## src/rtl/reduce_pkg.sv

```systemverilog
// Shared definitions for the reducer accumulate/drain sequencer.
package reduce_pkg;

  typedef enum logic [2:0] {
    S_ACC   = 3'd0,
    S_FWAIT = 3'd1,
    S_DRD   = 3'd2,
    S_DOUT  = 3'd3,
    S_DONE  = 3'd4
  } state_t;

  localparam int STATE_W = 3;

  function automatic int reduce_depth(input int log_depth);
    return 1 << log_depth;
  endfunction

endpackage

```

## src/rtl/reduce_fwd_stage.sv

```systemverilog
// Accumulate stage: adds the registered beat to the BRAM read data, forwarding
// the previous cycle's write when it targets the same key (BRAM returns old data).
module reduce_fwd_stage #(
  parameter int W = 32,
  parameter int K = 2
) (
  input  logic         clk,
  input  logic         rst_n,
  input  logic         beat_valid,
  input  logic [K-1:0] beat_key,
  input  logic [W-1:0] beat_value,
  input  logic [W-1:0] rdata,
  output logic         wen,
  output logic [K-1:0] waddr,
  output logic [W-1:0] wdata,
  output logic         carry
);

  logic         s1_valid;
  logic [K-1:0] s1_key;
  logic [W-1:0] s1_value;
  logic         last_wen;
  logic [K-1:0] last_key;
  logic [W-1:0] last_data;
  logic [W-1:0] base;
  logic [W:0]   sum;

  always_comb begin
    base = rdata;
    if (last_wen && (last_key == s1_key)) begin
      base = last_data;
    end
    sum = {1'b0, base} + {1'b0, s1_value};
  end

  assign wen   = s1_valid;
  assign waddr = s1_key;
  assign wdata = sum[W-1:0];
  assign carry = s1_valid & sum[W];

  always_ff @(posedge clk or negedge rst_n) begin
    if (!rst_n) begin
      s1_valid  <= 1'b0;
      s1_key    <= '0;
      s1_value  <= '0;
      last_wen  <= 1'b0;
      last_key  <= '0;
      last_data <= '0;
    end else begin
      s1_valid <= beat_valid;
      if (beat_valid) begin
        s1_key   <= beat_key;
        s1_value <= beat_value;
      end
      last_wen <= s1_valid;
      if (s1_valid) begin
        last_key  <= s1_key;
        last_data <= sum[W-1:0];
      end
    end
  end

endmodule

```

## src/rtl/reduce_accum_ctrl.sv

```systemverilog
// Read-modify-write sequencer for the reducer BRAM: accumulates (key,value) beats,
// then on flush sweeps the table, emits non-zero sums and re-zeroes each entry.
module reduce_accum_ctrl
  import reduce_pkg::*;
#(
  parameter int C_WIDTH     = 32,
  parameter int C_LOG_DEPTH = 2,
  parameter bit C_SKIP_ZERO = 1'b1
) (
  input  logic                   i_clk,
  input  logic                   i_rst_n,
  input  logic                   i_valid,
  output logic                   o_ready,
  input  logic [C_LOG_DEPTH-1:0] i_key,
  input  logic [C_WIDTH-1:0]     i_value,
  input  logic                   i_flush,
  output logic                   o_out_valid,
  input  logic                   i_out_ready,
  output logic [C_LOG_DEPTH-1:0] o_out_key,
  output logic [C_WIDTH-1:0]     o_out_data,
  output logic                   o_flush_done,
  output logic                   o_ovf,
  output logic [C_LOG_DEPTH-1:0] o_raddr,
  output logic                   o_ce,
  input  logic [C_WIDTH-1:0]     i_rdata,
  output logic [C_LOG_DEPTH-1:0] o_waddr,
  output logic                   o_wen,
  output logic [C_WIDTH-1:0]     o_wdata,
  output logic [STATE_W-1:0]     o_state
);

  localparam int DEPTH = reduce_depth(C_LOG_DEPTH);
  localparam logic [C_LOG_DEPTH-1:0] LAST_ADDR = C_LOG_DEPTH'(DEPTH - 1);

  // Both streams use valid/ready: a transfer happens on a rising edge where
  // valid and ready are both high; a raised valid holds its payload until then.
  state_t                 state, state_nx;
  logic [C_LOG_DEPTH-1:0] addr, addr_nx;
  logic                   run;
  logic                   ovf;
  logic                   accept;
  logic                   zero_skip;
  logic                   drain_wen;
  logic                   ovf_clr;
  logic                   fwd_wen;
  logic                   fwd_carry;
  logic [C_LOG_DEPTH-1:0] fwd_waddr;
  logic [C_WIDTH-1:0]     fwd_wdata;

  assign o_ready    = run && (state == S_ACC);
  assign accept     = i_valid && o_ready;
  assign o_out_key  = addr;
  assign o_out_data = i_rdata;
  assign o_ovf      = ovf;
  assign o_state    = state;

  reduce_fwd_stage #(
    .W(C_WIDTH),
    .K(C_LOG_DEPTH)
  ) u_fwd (
    .clk       (i_clk),
    .rst_n     (i_rst_n),
    .beat_valid(accept),
    .beat_key  (i_key),
    .beat_value(i_value),
    .rdata     (i_rdata),
    .wen       (fwd_wen),
    .waddr     (fwd_waddr),
    .wdata     (fwd_wdata),
    .carry     (fwd_carry)
  );

  // Accumulate writes only exist in S_ACC/S_FWAIT, drain writes only in S_DOUT.
  assign o_wen   = fwd_wen | drain_wen;
  assign o_waddr = fwd_wen ? fwd_waddr : addr;
  assign o_wdata = fwd_wen ? fwd_wdata : '0;

  always_ff @(posedge i_clk or negedge i_rst_n) begin
    if (!i_rst_n) begin
      state <= S_ACC;
      addr  <= '0;
      run   <= 1'b0;
      ovf   <= 1'b0;
    end else begin
      state <= state_nx;
      addr  <= addr_nx;
      run   <= 1'b1;
      if (ovf_clr) begin
        ovf <= 1'b0;
      end else if (fwd_carry) begin
        ovf <= 1'b1;
      end
    end
  end

  always_comb begin
    state_nx     = state;
    addr_nx      = addr;
    o_ce         = 1'b0;
    o_raddr      = i_key;
    o_out_valid  = 1'b0;
    o_flush_done = 1'b0;
    zero_skip    = 1'b0;
    drain_wen    = 1'b0;
    ovf_clr      = 1'b0;
    case (state)
      S_ACC: begin
        o_ce = accept;
        if (i_flush) begin
          state_nx = S_FWAIT;
        end
      end
      S_FWAIT: begin
        state_nx = S_DRD;
      end
      S_DRD: begin
        o_ce     = 1'b1;
        o_raddr  = addr;
        state_nx = S_DOUT;
      end
      S_DOUT: begin
        // Read port is idle here, so i_rdata stays stable while stalled.
        zero_skip   = C_SKIP_ZERO && (i_rdata == '0);
        o_out_valid = !zero_skip;
        if (zero_skip || i_out_ready) begin
          drain_wen = 1'b1;
          if (addr == LAST_ADDR) begin
            state_nx = S_DONE;
          end else begin
            addr_nx  = addr + C_LOG_DEPTH'(1);
            state_nx = S_DRD;
          end
        end
      end
      S_DONE: begin
        o_flush_done = 1'b1;
        addr_nx      = '0;
        ovf_clr      = 1'b1;
        state_nx     = S_ACC;
      end
      default: begin
        state_nx = S_ACC;
      end
    endcase
  end

endmodule
```

## config.mk

```make
export PLATFORM = sky130hd
export DESIGN_NAME = reduce_accum_ctrl
export DESIGN_NICKNAME = d
export VERILOG_FILES = /design/src/rtl/reduce_pkg.sv /design/src/rtl/reduce_fwd_stage.sv /design/src/rtl/reduce_accum_ctrl.sv
export SDC_FILE = /design/constraint.sdc
export NUM_CORES = 1
export LEC_CHECK = 0
export CAP_MARGIN = 0
export CORE_AREA = 3 3 155 157
export DETAILED_ROUTE_END_ITERATION = 12
export DIE_AREA = 0 0 158 160
export PLACE_DENSITY_LB_ADDON = 0.05
export RECOVER_POWER = 50
export SKIP_LAST_GASP = 1
export SLEW_MARGIN = 20
export SYNTH_ARGS = -nofsm -noshare
export SYNTH_HDL_FRONTEND = slang
export SYNTH_SLANG_ARGS = --single-unit
```

## constraint.sdc

```tcl
create_clock -name i_clk -period 4.1 [get_ports i_clk]
set_input_delay 0.41 -clock i_clk [delete_from_list [all_inputs] [get_ports i_clk]]
set_output_delay 0.41 -clock i_clk [all_outputs]
set_load 0.005 [all_outputs]
```

-- Word level (Yosys, flattened, before mapping)
Cells that the tools add are included.
- register bits: 77
- input port bits: 71
- output and inout bits: 79
- add/sub/neg operators: 2
- equal/unequal tests: 9
- multiplexer cells: 18
- bitwise gates (word level): 2
- reduce and logical (&&, ||, !) cells: 11
- operators by type and width (operator ; count):
    two-way mux 32 bit ; 2
    adder 32 x 32 -> 33 bit ; 1
    zero test 32 bit ; 1
    case mux 3 bit (4 select lines) ; 1
    two-way mux 3 bit ; 3
    two-way mux 2 bit ; 4
    == test 3 x 2 -> 1 bit (second input constant) ; 2
    two-way mux 1 bit ; 6
    inequality test 2 bit (second input constant) ; 3
    case mux 2 bit (2 select lines) ; 1
    nonzero test 2 bit ; 2
    == test 3 x 1 -> 1 bit (second input constant) ; 1
    == test 3 bit (second input constant) ; 1
    logical AND 1 bit ; 3
    zero test 3 bit ; 1
    AND reduction 3 bit ; 1
    adder 2 x 1 -> 2 bit (second input constant) ; 1
    == test 2 bit ; 1
    == test 2 bit (second input constant) ; 1
    case mux 1 bit (2 select lines) ; 1
    AND reduction 2 bit ; 1
    AND 1 bit ; 1
    zero test 1 bit ; 1
    logical OR 1 bit ; 1
    bitwise OR 1 bit ; 1

-- Depth between registers and ports, before layout
- depth after elaboration: 7
- depth in mapped cells: 15
- depth with buffers taken out: 14

-- Modules after synthesis
A second synthesis with hierarchy kept.
- cell total of the unflattened synthesis: 559
- area, all modules: 5804.3 um^2
- by module, submodules not included (module ; instances ; cells an instance ; area each (um^2)):
    reduce_fwd_stage ; 1 ; 443 ; 4867.2
    reduce_accum_ctrl ; 1 ; 116 ; 937.1

-- Worst setup path before layout
No wires, ideal clock.
- path type: register to output
- start: reg u_fwd.s1_key[1] (netlist: u_fwd.waddr[1])
- end: out o_wdata[24]
- arrival: 3301 ps
- required time: 3690 ps
- path slack: 389 ps
- cell stages (with the launch flop): 16
- buffers on the path: 1
- path through: dfrtp_1 > xnor2_1 > nand3_1 > buf_1 > mux2_2 > ha_1 > inv_1 > fa_1 > nor2b_4 > o31a_1 > o31a_1 > o211a_1 > a31oi_1 > o21bai_1 > xor2_1 > and2_1
- cells in the longest elaborated chain, start to end: 5
- ends and longest elaborated chain (element ; line ; source):
    from (decl) ; reduce_fwd_stage.sv:20 ; logic [K-1:0] s1_key;
    from (signal assigned) ; reduce_fwd_stage.sv:52 ; s1_key <= beat_key;
    == test 2 bit ; reduce_fwd_stage.sv:30 ; if (last_wen && (last_key == s1_key)) begin
    logical AND 1 bit ; reduce_fwd_stage.sv:30 ;
    two-way mux 32 bit ; reduce_fwd_stage.sv:30 ;
    adder 32 x 32 -> 33 bit ; reduce_fwd_stage.sv:33 ; sum = {1'b0, base} + {1'b0, s1_value};
    two-way mux 32 bit ; reduce_accum_ctrl.sv:76 ; assign o_wdata = fwd_wen ? fwd_wdata : '0;
    to (decl) ; reduce_accum_ctrl.sv:28 ; output logic [C_WIDTH-1:0] o_wdata,
No other way between the ends.

-- Final worst setup path
- start: reg u_fwd.s1_key[0] (netlist: u_fwd.waddr[0])
- end: out o_wdata[20]
Same word-level chain as after synthesis.

==> impl_metrics.csv <==
group,metric,value,unit
power_and_ir_drop,p_per_area,544,nW/µm²
logic_synthesis,ys_async_sr_fraction,1.00,
critical_path,worstSetupStartpointType,"flip-flop",
logic_synthesis,seq_area_frac_synth,0.342,
cts,clockBufferDepth,2,
cts,clkLatencyLatePin,0.35,ns
power_and_ir_drop,leakagePower,4.27,nW
timing,worst_slack,-0.116,ns
logic_synthesis,synth_seq_cells,77,
detailed_routing,routed_via_density,4.65,
logic_synthesis,synth_ff_type,"dfrtp_1",
timing,fmax,237,MHz
global_routing,grt_pass1_vias,5791,
cts,clockRootBuffer,"clkbuf_16",
global_routing,grt_first_pass_wirelength,31300,µm
critical_path,critPathMaxFanout,6,
detailed_routing,final_antenna_net_count,0,
timing,drv_slew,46,
detailed_routing,wirelength,19400,µm
cells_and_area,drive_gt1_frac,0.325,
detailed_routing,wl_per_cell,17.0,µm
outcome,status,"complete, but fails checks",
timing,fin_crit_sh,1.03,
logic_synthesis,syn_nets,747,
floorplanning,dieHeight,160,µm
worst_hold_path,hold_path.class,"flip-flop to flip-flop",
timing,rsz0062_at_grt,"true",
placed_design,io_buffers,149,
floorplanning,initial_utilization,0.249,
placed_design,placed_cells,1096,
detailed_routing,drcViolationCount,0,
run,maxCapViolations,1,
cts,clk_pin_slew_worst_paths,0.06,ns
cts,hold_buffers,0,
logic_synthesis,synth_cell_types,67,
power_and_ir_drop,vdd_ir_drop_max,0.000223,V
timing,worstMarginPinSlew,2.63,ns
critical_path,worst_ep_arrival_time,3.81,ns
global_routing,overflow,0,
cells_and_area,syn2layout_area_growth,56.7,%
outcome,violations,"max-capacitance violations, max-slew violations, negative setup slack",
logic_synthesis,postSynthCellCount,642,
cts,tritoncts,"built",
logic_synthesis,yosys_warnings,0,
timing,max_slew_margin,-0.756,
logic_synthesis,synth_edf_count,0,
cts,cts_sinks,77,
cells_and_area,fin_cells,1141,
critical_path,critPathCaptureType,"output pin",
timing,hold_violations,0,
cells_and_area,fin_nets,956,
cells_and_area,mostFrequentLayoutCells,"nand2_1 (126), clkdlybuf4s50_1 (122), buf_4 (93)",
floorplanning,die_w,158,µm
global_routing,grt_antenna_before_repair,1,
logic_synthesis,syn_area_per_cell,8.78,µm²
global_routing,track_usage,0.157,
detailed_routing,drtIter0Drc,233,
cells_and_area,final_common_cell,"nand2_1",
floorplanning,die_area,25300,µm²
placed_design,routabilityCongestion,0.842,
timing,fin_crit,4.22,ns
logic_synthesis,netlist_area,5640,µm²
cts,numCtsBuffers,9,
floorplanning,fp-row-count,55,
critical_path,cp.required,3.69,ns
floorplanning,core-area,22600,µm²
cells_and_area,fin_util,0.390,
detailed_routing,first_pass_iters,4,
timing,skew,0.00945,ns
cts,htreeDepth,3,
detailed_routing,vias,5302,
critical_path,timing_worst_setup_path_type,"flip-flop to output pin",
cells_and_area,fill_cells,2299,
cells_and_area,diodes,0,
global_routing,grt_max_degree,46,
floorplanning,io_pins,150,
timing,setup_viol,8,
placed_design,dp_hpwl,14700,µm
[flip-flops by register name (all words and copies together) (netlist names)]
register,cells
u_fwd.last_data,32
u_fwd.s1_value,32
o_state,3
o_out_key,2
u_fwd.last_key,2
u_fwd.waddr,2
o_ovf,1
run,1
u_fwd.last_wen,1
u_fwd.wen,1
[kinds of logic after synthesis]
| group | Yosys count | share of synthesized area |
|---|---|---|
| XOR/XNOR | 23 | 0.0357 |
| multiplexers | 45 | 0.0897 |
| adder cells (fa/ha/maj) | 34 | 0.0768 |
| flip-flops | 77 | 0.342 |
| other | 1 | 0.000665 |
| AND/OR/NAND/NOR | 255 | 0.214 |
| AO/OA/AOI/OAI | 137 | 0.166 |
| buffers and inverters | 70 | 0.0748 |
[synthesized netlist by cell type (15+ instances only)]
cell type | number | area (µm²)
o21ai_0 | 25 | 125
mux2_2 | 44 | 495
a21o_1 | 31 | 233
ha_1 | 33 | 413
and2_1 | 16 | 100
buf_4 | 32 | 240
nor2_1 | 33 | 124
dfrtp_1 | 77 | 1930
xnor2_1 | 15 | 131
nand2_1 | 130 | 488
a21oi_1 | 30 | 150
[report_power, final]
group	internal (W)	switching, W	leakage (nW)
clock	0.000536	0.000340	0.150
sequential	0.00104	0.000218	1.01
combinational	0.00141	0.00125	3.11
[repair_timing]
item | in CTS | in global routing
gates resized for setup | 140 | 47
endpoints found under the hold margin | 0 | 0
endpoints found under the setup margin | 23 | 26
cloned | 1 | 0
pin swaps | 58 | 49
buffers inserted | 23 | 11
[cell type report]
class                           instances  area [µm²]  share of cell area
Timing Repair Buffer                  254        2270               0.257
Clock buffer                           11         233              0.0264
Sequential cell                        77        1930               0.218
Clock inverter                          5        85.1             0.00963
Multi-Input combinational cell        495        3910               0.442
Tap cell                              285         357              0.0404
Inverter                               14        52.6             0.00595
[per-stage QoR]
step / power (W) / area (µm²) / hold slack (ns) / worst slack, ns / setup TNS, ns
global route: 0.00518 / 8830 / 0.480 / -0.263 / -2.46
CTS: 0.00469 / 8620 / 0.0955 / -0.211 / -1.72
detailed placement: 0.00340 / 7710 / 0.462 / -0.238 / -1.67
global placement: 0.00340 / 7710 / 0.455 / -0.242 / -1.24
finish: 0.00480 / 8830 / 0.469 / -0.116 / -0.662
floorplan: 0.00256 / 5640 / 0.114 / 0.389 / 0
[per-layer routing]
metal / up-vias / part of all wire / track usage
li1: 2635 / - / -
met1: 2554 / 0.47 / 0.210
met2: 101 / 0.48 / 0.261
met3: 10 / 0.043 / 0.0369
met4: 2 / 0.0076 / 0.0270
met5: - / 0.00041 / 0
[worst paths after layout]
kind	from	end	slack [ns]	cells after the start
setup reg to reg	u_fwd.waddr[0]$_DFFE_PN0P_	u_fwd.last_data[20]$_DFFE_PN0P_	0.39	19
max in group asynchronous	i_rst_n	u_fwd.last_data[6]$_DFFE_PN0P_	1.25	2
hold reg to reg	u_fwd.last_data[14]$_DFFE_PN0P_	u_fwd.last_data[14]$_DFFE_PN0P_	0.47	1
setup / recovery	u_fwd.waddr[0]$_DFFE_PN0P_	o_wdata[20]	-0.12	18
min in group asynchronous	i_rst_n	u_fwd.s1_value[26]$_DFFE_PN0P_	0.89	1
hold / removal	u_fwd.last_data[14]$_DFFE_PN0P_	u_fwd.last_data[14]$_DFFE_PN0P_	0.47	1
[worst max-delay path: stages (launching register included)]
cell	delay, ns
dfrtp_1	0.41
xnor2_2	0.21
nand3_4	0.18
mux2_4	0.35
ha_4	0.16
inv_2	0.05
fa_2	0.22
nor2b_4	0.05
o31a_1	0.26
o31a_1	0.31
buf_4	0.16
o211a_4	0.26
buf_6	0.12
a31oi_4	0.19
buf_6	0.13
nand2_2	0.05
a21oi_2	0.14
buf_4	0.13
buf_6	0.09
Note: power is estimated with default switching activity, not from simulation.
